`src/rtl/tl_sim_sram_tap.sv`:
```
// tl_sim_sram_tap
//   TL-UL inline tap between a host port and the fabric. Requests that hit the
//   window [start_addr_i, start_addr_i + SRAM_DEPTH*4) are answered locally with
//   a fixed latency of one cycle. Everything else passes through to the fabric
//   unchanged. Accepted window writes are exported on the wr_* monitor port.
//
//   Build option: SIM_SRAM_STORAGE_EN
//     defined   - local RAM holds window data (Get returns stored words)
//     undefined - no RAM; Get returns 0, writes are acked/monitored only
//
// Ports
//   clk_i, rst_i              clock, synchronous active-high reset
//   start_addr_i              window base byte address (word aligned, static)
//   in_a_*  / in_d_*          host-side A and D channels
//   out_a_* / out_d_*         fabric-side A and D channels
//   wr_valid_o/addr_o/data_o  one-cycle pulse per accepted window write
//
//   A payload: {opcode[2:0], size[1:0], source[7:0], address[31:0], mask[3:0], data[31:0]}
//   D payload: {opcode[2:0], size[1:0], source[7:0], error, data[31:0]}
module tl_sim_sram_tap #(
    parameter int unsigned SRAM_DEPTH = 16,
    parameter int unsigned MAX_OUT    = 15
) (
    input  logic        clk_i,
    input  logic        rst_i,
    input  logic [31:0] start_addr_i,
    input  logic        in_a_valid_i,
    output logic        in_a_ready_o,
    input  logic [80:0] in_a_i,
    output logic        in_d_valid_o,
    input  logic        in_d_ready_i,
    output logic [45:0] in_d_o,
    output logic        out_a_valid_o,
    input  logic        out_a_ready_i,
    output logic [80:0] out_a_o,
    input  logic        out_d_valid_i,
    output logic        out_d_ready_o,
    input  logic [45:0] out_d_i,
    output logic        wr_valid_o,
    output logic [31:0] wr_addr_o,
    output logic [31:0] wr_data_o
);

    localparam int unsigned CNT_W     = $clog2(MAX_OUT + 1);
    localparam int unsigned IDX_W     = (SRAM_DEPTH > 1) ? $clog2(SRAM_DEPTH) : 1;
    localparam logic [32:0] WIN_BYTES = 33'(SRAM_DEPTH * 4);

    localparam logic [2:0] OP_PUT_FULL = 3'd0;
    localparam logic [2:0] OP_PUT_PART = 3'd1;
    localparam logic [2:0] OP_GET      = 3'd4;
    localparam logic [2:0] OP_ACK      = 3'd0;
    localparam logic [2:0] OP_ACK_DATA = 3'd1;

    typedef struct packed {
        logic [2:0]  opcode;
        logic [1:0]  size;
        logic [7:0]  source;
        logic        error;
        logic [31:0] data;
    } tl_d_t;

    // A-channel fields
    logic [2:0]  a_op;
    logic [1:0]  a_size;
    logic [7:0]  a_src;
    logic [31:0] a_addr;
    logic [31:0] a_data;

    assign a_op   = in_a_i[80:78];
    assign a_size = in_a_i[77:76];
    assign a_src  = in_a_i[75:68];
    assign a_addr = in_a_i[67:36];
    assign a_data = in_a_i[31:0];

    // 33-bit compare so a window touching the top of the address space
    // does not wrap around to low addresses.
    logic hit;
    assign hit = ({1'b0, a_addr} >= {1'b0, start_addr_i}) &&
                 ({1'b0, a_addr} <  ({1'b0, start_addr_i} + WIN_BYTES));

    // State
    logic             rsp_vld_q, rsp_vld_d;
    tl_d_t            rsp_q, rsp_d;
    logic [CNT_W-1:0] cnt_q, cnt_d;
    logic             wr_valid_q;
    logic [31:0]      wr_addr_q, wr_data_q;

    logic        cnt_lt_max;
    logic        hit_fire, is_put, is_get;
    logic        out_a_fire, out_d_fire;
    logic [31:0] rd_data;

    assign cnt_lt_max = (cnt_q < CNT_W'(MAX_OUT));
    assign is_put     = (a_op == OP_PUT_FULL) || (a_op == OP_PUT_PART);
    assign is_get     = (a_op == OP_GET);

    // A-channel routing. A hit waits for the fabric to drain so that local
    // responses can never overtake outstanding fabric responses.
    always_comb begin
        if (hit) in_a_ready_o = !rsp_vld_q && (cnt_q == '0);
        else     in_a_ready_o = out_a_ready_i && !rsp_vld_q && cnt_lt_max;
        out_a_valid_o = in_a_valid_i && !hit && !rsp_vld_q && cnt_lt_max;
    end

    assign out_a_o  = in_a_i;
    assign hit_fire = in_a_valid_i && hit && in_a_ready_o;

    // D-channel mux: a held local response owns the host D channel.
    always_comb begin
        if (rsp_vld_q) begin
            in_d_valid_o  = 1'b1;
            in_d_o        = rsp_q;
            out_d_ready_o = 1'b0;
        end else begin
            in_d_valid_o  = out_d_valid_i;
            in_d_o        = out_d_i;
            out_d_ready_o = in_d_ready_i;
        end
    end

    assign out_a_fire = out_a_valid_o && out_a_ready_i;
    assign out_d_fire = out_d_valid_i && out_d_ready_o;

`ifdef SIM_SRAM_STORAGE_EN
    logic [3:0]       a_mask;
    logic [IDX_W-1:0] idx;
    logic [31:0]      mem_q [SRAM_DEPTH];

    assign a_mask  = in_a_i[35:32];
    assign idx     = IDX_W'((a_addr - start_addr_i) >> 2);
    assign rd_data = mem_q[idx];

    // RAM contents are intentionally not reset.
    always_ff @(posedge clk_i) begin
        if (hit_fire && is_put) begin
            for (int b = 0; b < 4; b++) begin
                if (a_mask[b]) mem_q[idx][8*b +: 8] <= a_data[8*b +: 8];
            end
        end
    end
`else
    assign rd_data = '0;
`endif

    // Next-state logic
    always_comb begin
        rsp_d        = '0;
        rsp_d.size   = a_size;
        rsp_d.source = a_src;
        if (is_get) begin
            rsp_d.opcode = OP_ACK_DATA;
            rsp_d.data   = rd_data;
        end else begin
            rsp_d.opcode = OP_ACK;
            rsp_d.error  = !is_put;
        end

        rsp_vld_d = rsp_vld_q;
        if (rsp_vld_q && in_d_ready_i) rsp_vld_d = 1'b0;
        if (hit_fire)                  rsp_vld_d = 1'b1;

        cnt_d = cnt_q;
        case ({out_a_fire, out_d_fire})
            2'b10:   cnt_d = cnt_q + 1'b1;
            2'b01:   cnt_d = cnt_q - 1'b1;
            default: cnt_d = cnt_q;
        endcase
    end

    always_ff @(posedge clk_i) begin
        if (rst_i) begin
            rsp_vld_q  <= 1'b0;
            rsp_q      <= '0;
            cnt_q      <= '0;
            wr_valid_q <= 1'b0;
            wr_addr_q  <= '0;
            wr_data_q  <= '0;
        end else begin
            rsp_vld_q  <= rsp_vld_d;
            cnt_q      <= cnt_d;
            if (hit_fire) rsp_q <= rsp_d;
            wr_valid_q <= hit_fire && is_put;
            if (hit_fire && is_put) begin
                wr_addr_q <= a_addr;
                wr_data_q <= a_data;
            end
        end
    end

    assign wr_valid_o = wr_valid_q;
    assign wr_addr_o  = wr_addr_q;
    assign wr_data_o  = wr_data_q;

endmodule

```
`config.mk`:
```
export PLATFORM = sky130hd
export DESIGN_NAME = tl_sim_sram_tap
export DESIGN_NICKNAME = d
export VERILOG_FILES = /design/src/rtl/tl_sim_sram_tap.sv
export SDC_FILE = /design/constraint.sdc
export NUM_CORES = 1
export LEC_CHECK = 0
export CORE_AREA = 2 2 141 143
export CTS_BUF_LIST = sky130_fd_sc_hd__clkbuf_8
export CTS_CLUSTER_SIZE = 20
export DETAILED_ROUTE_END_ITERATION = 8
export DIE_AREA = 0 0 143 145
export PLACE_DENSITY = 0.72
export SYNTH_ARGS = -nofsm -noshare
export SYNTH_HDL_FRONTEND = slang
export SYNTH_SLANG_ARGS = --single-unit
```
`constraint.sdc`:
```
create_clock -name clk_i -period 8.2 [get_ports clk_i]
set_clock_uncertainty 0.15 [all_clocks]
set_input_delay 0.82 -clock clk_i [delete_from_list [all_inputs] [get_ports clk_i]]
set_output_delay 0.82 -clock clk_i [all_outputs]
set_load 0.01 [all_outputs]
```
==> flow_summary.toml <==
[clock_network]
root_buffer = "clkbuf_8"
clock_latency_ps = 370
clk_pin_slew_worst_paths_ps = 80
htree_levels = 3
clock_sinks = 82
postCtsSetupRepairBufs = 0
cts_max_path_buffers = 2
cts_buffers = 9
cts_tree = "done"
cts_hold_buf = 0
cts_repair_resize_count = 0

[worst_setup_path]
arrival_ps = 4940
reg2regPathDepth = 9
cp-end-kind = "output port"
required_ps = 7230
critPathKind = "input pin to output port"
crit_path_start_kind = "input pin"
critPathMaxFanout = 5

[run]
cap_violations = 0

[place]
portBuffers = 352
place_hpwl_um = 16300
gp_congestion = 0.894

[detailed_routing]
dr.pass1.iters = 4
viasPerCell = 4.52
drt_iter0_drc = 207
drc = 0
post_drt_wl_per_cell_um = 16.2
drt-total-wl_um = 20500
postRouteAntennaNets = 0
num_vias = 5737

[floorplan]
ios = 361
row_count = 51
core_area_mm2 = 0.0192
start_util = 0.336
die-area_mm2 = 0.0207
die_h_um = 145
fp.dieW_um = 143

[logic_synthesis]
avgSynthCellArea_um2 = 8.70
synth_compound_area_frac = 0.0563
synth_top_cell_area_share = 0.254
ys_dominant_reg_cell = "dfxtp_1"
yosys-top-cells-area = "dfxtp_1 25%, nand2b_1 12%, ha_1 12%"
synth_top_family_by_area = "simple AND/OR/NAND/NOR gates"
synthArstFlopShare = 0
synth_xor_area_frac = 0.0366
netlist_instances = 743
synth_simple_gate_area_frac = 0.250
synth_nets = 971
yosys_warnings = 0
ys_ff_latch = 82
synth_area_leader_cell = "dfxtp_1"
syn_area_mm2 = 0.00646
muxShareOfSynthArea = 0.137
yosysSeqAreaShare = 0.254
synthAdderAreaFrac = 0.123
synth.distinct_cells = 47
synth_edf_count = 0

[sta]
setup_viol = 0
hold_violations = 0
max_clock_freq_mhz = 169
post-route-period-util = 0.721
rsz0062_at_grt = "no"
period_needed_ps = 5910
setup-tns-final_ps = 0
maxSlewHeadroom = 0.264
worstMarginPinSlew_ps = 1100
slew_violations = 0

[cells_and_area]
num_antenna_cells = 0
multiInputGateArea_mm2 = 0.00390
layout_common_cells = "351 x clkdlybuf4s50_1, 128 x nand2b_1, 82 x dfxtp_1, 75 x mux2i_1, 62 x ha_1"
seqCellArea_mm2 = 0.00164
area_delta_synth_final_pct = 51.4
drive_above_1_share = 0.0338
fillers = 1824
nets = 1228
final_common_cell = "clkdlybuf4s50_1"

[grt]
grt_max_degree = 147
grt_antenna_before_repair = 0
grt_overflow = 0
grt_usage = 0.195
grt_pass1_wl_um = 31500
grt_pass1_vias = 5599

[power_and_ir_drop]
p_total_mw = 1.12
p_leak_nw = 3.71
powerDensity_mw_per_mm2 = 115
irDropWorstVdd_mv = 0.0606

[run_status]
status = "finished clean"

[min_path]
whs_path_depth = 2
hold_class = "register to register"
==> power by group <==
| part | internal, mW | switching, mW | total (mW) |
|---|---|---|---|
| Sequential | 0.407 | 0.00613 | 0.413 |
| Clock | 0.179 | 0.161 | 0.340 |
| Combinational | 0.210 | 0.158 | 0.368 |
| Total | 0.795 | 0.325 | 1.12 |
==> worst paths after layout <==
kind                                            startpoint                          to  slack, ps
worst max-delay path                       start_addr_i[8]                in_a_ready_o       2290
worst min-delay path            wr_addr_o[13]$_SDFFE_PP0P_  wr_addr_o[13]$_SDFFE_PP0P_        320
worst max register to register      rsp_vld_q$_SDFFE_PP0P_  wr_data_o[28]$_SDFFE_PP0P_       5000
worst min register to register  wr_addr_o[13]$_SDFFE_PP0P_  wr_addr_o[13]$_SDFFE_PP0P_        320
==> final cells by class <==
| class | count | share of cell area |
|---|---|---|
| clock inverters | 6 | 0.00831 |
| clock buffers | 10 | 0.0141 |
| inverters | 37 | 0.0142 |
| well taps | 265 | 0.0339 |
| repair buffers | 356 | 0.363 |
| multi-input cells | 514 | 0.399 |
| flip-flops and latches | 82 | 0.168 |
==> sequential cells by signal (all words and copies together), names as in the netlist <==
| register | count |
|---|---|
| wr_data_o | 32 |
| cnt_q | 4 |
| wr_valid_o | 1 |
| rsp_q | 12 |
| rsp_vld_q | 1 |
| wr_addr_o | 32 |
==> Yosys cell counts, drive strengths merged (12+ instances only) <==
| cell type | instances |
|---|---|
| nand2b | 128 |
| buf | 91 |
| dfxtp | 82 |
| mux2i | 75 |
| ha | 62 |
| nor2b | 38 |
| inv | 37 |
| nor2 | 33 |
| a21oi | 27 |
| xnor2 | 25 |
| nand2 | 24 |
| clkbuf | 19 |
| nand4 | 13 |
| mux2 | 12 |
==> through the flow <==
| stage | hold WS (ps) | instance area [µm²] | setup WS (ps) | cells | utilization |
|---|---|---|---|---|---|
| after floorplan | 304 | 6460 | 3150 | 743 | - |
| after global placement | 308 | 9570 | 2310 | 1254 | 0.498 |
| after detailed placement | 310 | 9570 | 2230 | 1254 | 0.498 |
| after CTS | 327 | 9780 | 2260 | 1270 | 0.509 |
| after global routing | 345 | 9780 | 1970 | 1270 | 0.509 |
| final | 324 | 9780 | 2290 | 1270 | 0.509 |
==> cells by family (layout without fill, tap and decap cells) <==
family | after synthesis | in the layout
AO/OA/AOI/OAI | 60 | 60
buffers and inverters | 147 | 409
adder cells (fa/ha/maj) | 63 | 63
XOR/XNOR | 27 | 27
AND/OR/NAND/NOR | 277 | 277
multiplexers | 87 | 87
flip-flops | 82 | 82
==> worst max-delay path, cell delays in order <==
cell and delay, ps:
clkdlybuf4s50_1 550, and3_1 220, and3_1 200, and2_1 200, nand4_1 160, xnor2_1 160
ha_1 290, nand4_1 140, or4_1 540, a211oi_1 290, o311a_1 220, o311a_1 230
nor3_1 100, o21ai_0 210, clkdlybuf4s50_1 590
==> routing by layer <==
| metal | vias to the layer above | global-route usage | part of all wire | wire length [µm] |
|---|---|---|---|---|
| li1 | 2936 | - | - | - |
| met1 | 2629 | 0.265 | 0.47 | 9610 |
| met2 | 149 | 0.319 | 0.47 | 9690 |
| met3 | 23 | 0.0337 | 0.045 | 920 |
| met4 | 0 | 0.0485 | 0.016 | 323 |
| met5 | - | 0 | 0 | 0 |
Power figures use the tool's default switching activity.
